**config.mk**
```make
export PLATFORM = sky130hd
export DESIGN_NAME = simon_sequencer
export DESIGN_NICKNAME = d
export VERILOG_FILES = /design/src/rtl/simon_sequencer.sv
export SDC_FILE = /design/constraint.sdc
export NUM_CORES = 1
export LEC_CHECK = 0
export BUFFER_PORTS_ARGS = -buffer_cell sky130_fd_sc_hd__buf_4
export CAP_MARGIN = 0
export CORE_ASPECT_RATIO = 1.1
export CORE_MARGIN = 2
export CORE_UTILIZATION = 25
export DETAILED_ROUTE_END_ITERATION = 10
export HOLD_SLACK_MARGIN = 0.05
export PLACE_DENSITY_LB_ADDON = 0.1
export SYNTH_ARGS = -nofsm -noshare
export SYNTH_HDL_FRONTEND = slang
export SYNTH_SLANG_ARGS = --single-unit
```
**constraint.sdc**
```tcl
create_clock -name clock -period 4.6 [get_ports clock]
set_input_delay 0 -clock clock [delete_from_list [all_inputs] [get_ports clock]]
set_output_delay 0 -clock clock [all_outputs]
set_load 0.005 [all_outputs]
```
**src/rtl/simon_sequencer.sv**
```systemverilog
// ---------------------------------------------------------------------------
// simon_sequencer
//
// Game-level controller for the Simon Says datapath. Each round it appends one
// pseudo-random direction to the stored sequence. It then plays the whole
// sequence back as timed highlight requests. Finally it checks the player's
// clicks against the stored sequence.
//
// Ports:
//   clock          system clock
//   reset_n        synchronous, active-low reset
//   start          one-cycle pulse, begins a new game from IDLE, WIN or FAIL
//   btn_valid      one-cycle pulse, player clicked a direction
//   btn_dir        clicked direction (00 up, 01 down, 10 right, 11 left)
//   show_on        highlight request for the show_dir square
//   show_dir       direction to highlight (same encoding as btn_dir)
//   level          current sequence length (0 in IDLE)
//   awaiting_input high while the player is expected to click
//   win            sticky, set on completing a MAX_LEN round
//   fail           sticky, set on a wrong click or an input timeout
//
// Every output is a flop loaded from the next-state values. The outputs
// therefore change on the same edge as the state they describe. A click echo
// appears on the cycle after the accepted click and lasts one cycle.
// ---------------------------------------------------------------------------
module simon_sequencer #(
    parameter int          MAX_LEN       = 16,
    parameter int          LEN_W         = 5,
    parameter int          ON_CYCLES     = 25000000,
    parameter int          OFF_CYCLES    = 12500000,
    parameter int          INPUT_TIMEOUT = 250000000,
    parameter logic [7:0]  LFSR_SEED     = 8'hA5
) (
    input  logic             clock,
    input  logic             reset_n,
    input  logic             start,
    input  logic             btn_valid,
    input  logic [1:0]       btn_dir,
    output logic             show_on,
    output logic [1:0]       show_dir,
    output logic [LEN_W-1:0] level,
    output logic             awaiting_input,
    output logic             win,
    output logic             fail
);

    localparam int               IDX_W   = $clog2(MAX_LEN);
    localparam logic [LEN_W-1:0] LEN_ONE = LEN_W'(1);
    localparam logic [LEN_W-1:0] LEN_MAX = LEN_W'(MAX_LEN);
    localparam logic [31:0]      T_ON    = 32'(ON_CYCLES);
    localparam logic [31:0]      T_OFF   = 32'(OFF_CYCLES);
    localparam logic [31:0]      T_IN    = 32'(INPUT_TIMEOUT);

    typedef enum logic [2:0] {
        S_IDLE, S_EXTEND, S_SHOW_ON, S_SHOW_OFF, S_INPUT, S_PAUSE, S_WIN, S_FAIL
    } state_t;

    state_t           state_reg, state_next;
    logic [LEN_W-1:0] length_reg, length_next;
    logic [LEN_W-1:0] idx_reg, idx_next;
    logic [31:0]      timer_reg, timer_next;
    logic [7:0]       lfsr_reg;
    logic [1:0]       seq_reg [MAX_LEN];
    logic             seq_we;

    logic             show_on_reg, show_on_next;
    logic [1:0]       show_dir_reg, show_dir_next;
    logic             awaiting_reg, awaiting_next;
    logic             win_reg, win_next;
    logic             fail_reg, fail_next;
    logic             echo;

    // The timer holds the cycles left including the current one, so a value of 1
    // marks the final cycle in a state. A value of 0 is also treated as expired.
    logic timer_done;
    logic last_step;
    logic btn_match;

    assign timer_done = (timer_reg <= 32'd1);
    assign last_step  = (idx_reg == length_reg - LEN_ONE);
    assign btn_match  = (btn_dir == seq_reg[idx_reg[IDX_W-1:0]]);

    always_comb begin
        state_next  = state_reg;
        length_next = length_reg;
        idx_next    = idx_reg;
        timer_next  = timer_reg;
        seq_we      = 1'b0;
        echo        = 1'b0;
        win_next    = win_reg;
        fail_next   = fail_reg;

        case (state_reg)
            S_IDLE, S_WIN, S_FAIL: begin
                if (start) begin
                    length_next = '0;
                    win_next    = 1'b0;
                    fail_next   = 1'b0;
                    state_next  = S_EXTEND;
                end
            end
            S_EXTEND: begin
                seq_we      = 1'b1;
                length_next = length_reg + LEN_ONE;
                idx_next    = '0;
                timer_next  = T_ON;
                state_next  = S_SHOW_ON;
            end
            S_SHOW_ON: begin
                if (timer_done) begin
                    timer_next = T_OFF;
                    state_next = S_SHOW_OFF;
                end else begin
                    timer_next = timer_reg - 32'd1;
                end
            end
            S_SHOW_OFF: begin
                if (timer_done) begin
                    if (last_step) begin
                        idx_next   = '0;
                        timer_next = T_IN;
                        state_next = S_INPUT;
                    end else begin
                        idx_next   = idx_reg + LEN_ONE;
                        timer_next = T_ON;
                        state_next = S_SHOW_ON;
                    end
                end else begin
                    timer_next = timer_reg - 32'd1;
                end
            end
            S_INPUT: begin
                // A click on the final timeout cycle still counts, so the
                // click is checked before the timer.
                if (btn_valid) begin
                    if (btn_match) begin
                        echo       = 1'b1;
                        timer_next = T_IN;
                        if (last_step) begin
                            if (length_reg == LEN_MAX) begin
                                win_next   = 1'b1;
                                state_next = S_WIN;
                            end else begin
                                timer_next = T_OFF;
                                state_next = S_PAUSE;
                            end
                        end else begin
                            idx_next = idx_reg + LEN_ONE;
                        end
                    end else begin
                        fail_next  = 1'b1;
                        state_next = S_FAIL;
                    end
                end else if (timer_done) begin
                    fail_next  = 1'b1;
                    state_next = S_FAIL;
                end else begin
                    timer_next = timer_reg - 32'd1;
                end
            end
            S_PAUSE: begin
                if (timer_done) begin
                    state_next = S_EXTEND;
                end else begin
                    timer_next = timer_reg - 32'd1;
                end
            end
            default: state_next = S_IDLE;
        endcase
    end

    // Output next-values. When EXTEND enters the first SHOW_ON of a game, the
    // step being written this edge is not yet in seq_reg. The LFSR bits are
    // forwarded instead.
    always_comb begin
        show_on_next  = echo || (state_next == S_SHOW_ON);
        show_dir_next = 2'b00;
        if (echo) begin
            show_dir_next = btn_dir;
        end else if (state_next == S_SHOW_ON) begin
            if (seq_we && (idx_next == length_reg)) begin
                show_dir_next = lfsr_reg[1:0];
            end else begin
                show_dir_next = seq_reg[idx_next[IDX_W-1:0]];
            end
        end
        awaiting_next = (state_next == S_INPUT);
    end

    always_ff @(posedge clock) begin
        if (!reset_n) begin
            state_reg    <= S_IDLE;
            length_reg   <= '0;
            idx_reg      <= '0;
            timer_reg    <= '0;
            lfsr_reg     <= LFSR_SEED;
            show_on_reg  <= 1'b0;
            show_dir_reg <= 2'b00;
            awaiting_reg <= 1'b0;
            win_reg      <= 1'b0;
            fail_reg     <= 1'b0;
        end else begin
            state_reg    <= state_next;
            length_reg   <= length_next;
            idx_reg      <= idx_next;
            timer_reg    <= timer_next;
            // Fibonacci LFSR with taps 8,6,5,4. It free-runs in every state.
            lfsr_reg     <= {lfsr_reg[6:0], lfsr_reg[7] ^ lfsr_reg[5] ^ lfsr_reg[4] ^ lfsr_reg[3]};
            show_on_reg  <= show_on_next;
            show_dir_reg <= show_dir_next;
            awaiting_reg <= awaiting_next;
            win_reg      <= win_next;
            fail_reg     <= fail_next;
        end
    end

    // The sequence store is not reset. Entries at or beyond length are never
    // read, so a reset only has to clear length.
    always_ff @(posedge clock) begin
        if (seq_we) begin
            seq_reg[length_reg[IDX_W-1:0]] <= lfsr_reg[1:0];
        end
    end

    assign show_on        = show_on_reg;
    assign show_dir       = show_dir_reg;
    assign level          = length_reg;
    assign awaiting_input = awaiting_reg;
    assign win            = win_reg;
    assign fail           = fail_reg;

endmodule

```
# --- Yosys cells after proc, flatten, opt, wreduce, memory -nomap -nowiden ---
# Memories as Yosys holds them, arrays and structs flattened. A register that Yosys moved wholly into a read port is not among the register bits.
# Index checks and enable logic that the tools add are counted.
op_classes:
  n_bitwise: 3
  n_addsub: 4
  order_cmp: 1
  mux: 48
  n_eq_ne: 21
  reduce_logical: 11
op_table:
  columns: ["operator", "n"]
  rows:
  - ["$mux 32", 5]
  - ["$pmux 32 s5", 1]
  - ["$mux 28", 3]
  - ["$le 32x1->1 const B", 1]
  - ["$sub 32x1->32 const B", 1]
  - ["$mux 5", 6]
  - ["$mux 3", 9]
  - ["$pmux 3 s6", 1]
  - ["$eq 3x3->1 const B", 5]
  - ["$pmux 5 s3", 1]
  - ["$mux 1", 14]
  - ["$add 5x1->5 const B", 2]
  - ["$eq 5x5->1", 2]
  - ["$ne 2x2->1 const B", 5]
  - ["$pmux 5 s2", 1]
  - ["$eq 3x2->1 const B", 3]
  - ["$ne 3x3->1 const B", 3]
  - ["$mux 2", 4]
  - ["$reduce_and 6->1", 1]
  - ["$eq 5x5->1 const B", 1]
  - ["$reduce_bool 5->1", 1]
  - ["$sub 5x1->5 const B", 1]
  - ["$mux 4", 1]
  - ["$pmux 1 s2", 2]
  - ["10 further kinds", 14]
totals:
  elab_cells: 99
  out_inout_bits: 11
  ff_bits: 59
  mem_count: 1
  input_bits: 6
  ramBits: 32
memory_table:
  columns: ["name", "words", "word_bits", "read_ports", "rd_ports_with_merged_regs", "wr", "line", "rtl"]
  rows:
  - ["seq_reg", 16, 2, 2, 1, 1, "63", "logic [1:0] seq_reg [MAX_LEN];"]

# --- Depth between registers and ports, before layout ---
logic_depth:
  word_depth: 11
  depth_mapped: 16

# --- Least setup slack after synthesis ---
# Ideal clock, no wire load.
synth_timing:
  path_type: "register to register"
  from: "register length_reg[0] (netlist: level[0])"
  to: "register show_dir_reg[1] (netlist: show_dir[1])"
  period_less_slack_ns: 3.432
  n_path_buf: 2
  arrival_time_ns: 3.363
  path_slack_ns: 1.168
  path_stages_with_launch: 17
  setup_ns: 0.069
  path_cell_list: "dfxtp_1 > inv_1 > ha_1 > o21ba_2 > a221oi_2 > o2111ai_4 > clkbuf_1 > buf_1 > ha_1 > nand4_1 > o21ai_0 > a221oi_1 > a21oi_4 > mux2_2 > o22ai_1 > nor2_1 > o21ai_1"
synth_via:
  elab_chain_cells: 11
synth_lines:
  columns: ["element", "line", "rtl"]
  rows:
  - ["from (decl)", "59", "logic [LEN_W-1:0] length_reg, length_next;"]
  - ["from (signal assigned)", "204", "length_reg <= length_next;"]
  - ["parallel branches: the longest is 9 deep, another holds $sub 5x1->5", null, null]
  - ["$mux 2 (*)", "180", "end else if (state_next == S_SHOW_ON) begin"]
  - ["$mux 2 (*)", "178", "if (echo) begin"]
  - ["to (signal assigned)", "210", "show_dir_reg <= show_dir_next;"]
  - ["to (decl)", "67", "logic [1:0] show_dir_reg, show_dir_next;"]
# Mark *: on every way between the ends.
# A chain may end at the register's enable or synchronous reset.

# --- Worst setup path after layout ---
layout_timing:
  from: "register length_reg[1] (netlist: level[1])"
  to: "register show_dir_reg[0] (netlist: show_dir[0])"
# Same word-level chain as after synthesis.

==> impl_results.md <==
* Status: complete, no violations
* Post-DP Area at 6000 µm²
* Pwr dens at ~400 nW/µm²
* Synth Area in Simple Gates at 23.82%
* Detail Route Antenna Nets at 0
* Core area at 21970 µm²
* Setup violators final at 0
* Post-synth top cells: 64 x nor2_1, 59 x dfxtp_1, 52 x nand2_1
* EDFF count, synth at 32
* Port Buffers at 16
* Most frequent cell after synthesis: nor2_1
* Worst-Skew Late Latency at 0.36 ns
* Die H at approximately 160 µm
* Hold slack at 0.04217 ns
* Max Root-Sink Buffers at 2
* Seq pwr share at roughly two fifths
* Layout area overhead at 13.31%
* Max Slew Vio Count at 0
* XOR/XNOR Fraction of Synth Area at 5.028%
* Asr flop ratio synth at 0%
* WL/cell at 18.61 µm
* Comb power frac at roughly 30%
* RSZ-0062 raised after global routing: false
* Drt initial violations at ~210
* Fin. Hold Viols at 0
* Largest stage delay on the critical path at 0.57 ns
* Drt pass-1 iters at 4
* Synth area leader: dfxtp_1
* H-tree Lvls at 3
* Area contributors post-synth: dfxtp_1 21%, edfxtp_1 17%, mux2i_1 5.4%
* Synth Instances at 621
* Setup TNS at 0 ns
* PnR worst setup slack at 0.6676 ns
* HP Class: in -> reg
* YS warnings at 0
* Die ar. at ~24000 µm²
* Max-cap violations at 0
* DR vias at 4702
* Worst-Margin Slew at around 1.3 ns
* Largest delay share family, worst path: compound AO/OA/AOI/OAI gates
* CP Max Fanout at 23
* Layout Skew at 0.008589 ns
* Switching share of power at 36.34%
* Max Fclk at 254.3 MHz
* Critical path data required time at 4.85 ns
* Largest family of logic cells by synthesized area: simple AND/OR/NAND/NOR gates
* Vias in the first global route at 4676
* Clock sink count at 91
* Reg-to-reg setup timing slack at 0.67 ns
* Remaining DRCs at 0
* Seq/Total Area, Yosys at 38.43%
* Worst path cell trace: inv_1, ha_1, o21ba_2, a221oi_2, o2111ai_4, buf_4, and2_1, nand4_1, o211ai_2, xnor2_1, o211ai_2, a211oi_2, nand2b_1, o21ai_1
* Adder-cell share of the synthesized area at 2.245%
* Crit path launch type: register
* Buf/Inv on CP at 2
* Detailed Place HPWL at 12780 µm
* CTS tree: done
* Final Util at roughly 29%
* Synth Cell Area at 5574 µm²
* Crit path DAT at about 4.2 ns
* Tcrit/Tclk final at 85.49%
* Largest net degree at the start of global routing at 50
* Post-route minimum period at 3.932 ns
* Row count at 57
* Initial Util at 25.38%
* Initial antenna violation count at 0
* P_int at around 0.0016 W
* Number of nets in the layout at 650
* Critical path capture point type: register
* Die outline width at 146.4 µm
* Global route overflow at 0
* GPL Wtd Cong at 0.7949
* Vias/cell at 5.034
* CTS Buf Count at 9
* Ant diodes at 0
* WS Path Type: reg -> reg
* Yosys cell types at 68
* Syn nets at 637
* Clk root buf: clkbuf_16
* LEAKAGE at 2.134 nW
* Worst path most repeated cell: o211ai_2
* Net switching power at 0.0009205 W
* Clock Power Share at 30.3%
* Fraction of layout cells with a size suffix above 1 at 12.99%
* CTS clk-pin slew, worst paths at 0.07 ns
* FF+latch count, synth at 91
* Relative slew slack at 16.15%
* Maximum vdd ir drop at 0.1638 mV
* Final std cell area, no fill at between 6000 and 7000 µm²
* Gr usage total at between 15 and 20%
* Multiplexer area fraction after synthesis at 8.215%
* Main flop type after synthesis: dfxtp_1
* Synth Area in Compound Gates at a little under a fifth
* Final wirelength at 17380 µm
* First-pass GRT wire length at between 20000 and 30000 µm
* Pre-CTS setup slack at 0.6817 ns
* Critical-path top delay cell: dfxtp_1
* I/O Pins at 17
* Post-synthesis average cell area at 8.976 µm²
* Top cell type's share of synthesized area at 21.19%
## worst paths after layout
check                                             from                endpoint  depth (start not counted)
worst max register to register   level[1]$_SDFFE_PN0P_  show_dir[0]$_SDFF_PN0_                         14
worst min register to register  lfsr_reg[6]$_SDFF_PN0_  lfsr_reg[7]$_SDFF_PN1_                          1
worst min-delay path                           reset_n  lfsr_reg[0]$_SDFF_PN1_                          2
worst max-delay path             level[1]$_SDFFE_PN0P_  show_dir[0]$_SDFF_PN0_                         14
## layer usage
layer / vias up / global-route usage (%) / part of all wire [%]
met1: 2298 / 18.69 / 45
met2: 87 / 25.84 / 49
met3: 27 / 2.926 / 3.6
met4: 0 / 5.781 / 2.9
li1: 2290 / - / -
met5: - / 0 / 0
## power groups by stage
stage | clock network (W) | registers [W] | logic [W]
after detailed placement | 0 | 0.00101 | 0.000777
after CTS | 0.000793 | 0.000988 | 0.000782
after floorplan | 0 | 0.000979 | 0.000559
final | 0.000769 | 0.000989 | 0.000775
after global routing | 0.000820 | 0.00100 | 0.000871
after global placement | 0 | 0.00101 | 0.000775
## timing repair
action                                 4_1_cts  5_1_grt
endpoints found under the hold margin        2        0
buffers inserted                             0        0
gates resized for setup                      0        0
hold buffers                                 2        0
## cells by family (layout without fill, tap and decap cells)
kind of cell / count (synthesis) / in the layout
simple gates: 255 / 255
xor+xnor: 32 / 32
compound gates: 147 / 147
fa+ha+maj: 10 / 10
mux: 41 / 41
flops: 91 / 91
buf+inv: 45 / 63
## area by class of cell
type | instances | area (µm²)
flip-flops and latches | 91 | 2142
clock inverters | 5 | 42.54
inverters | 14 | 52.55
repair buffers | 33 | 252.7
fillers | 2374 | 15650
clock buffers | 11 | 254.0
well taps | 295 | 369.1
multi-input cells | 485 | 3203
## cells in the final DEF (no fill, tap or decap), types with 19 or more instances in the layout
| cell | count |
|---|---|
| dfxtp_1 | 59 |
| nor2_1 | 64 |
| nor3_1 | 24 |
| edfxtp_1 | 32 |
| nand2_1 | 52 |
| a21oi_1 | 38 |
| and2_1 | 19 |
| mux2i_1 | 30 |
| o21ai_0 | 28 |
| buf_4 | 31 |
## metrics by stage
stage / total power, W / std cells
finish: 0.002533 / 934
global route: 0.002692 / 934
CTS: 0.002563 / 934
detailed placement: 0.001783 / 916
global placement: 0.001781 / 916
floorplan: 0.001538 / 621
Power figures use the tool's default switching activity.
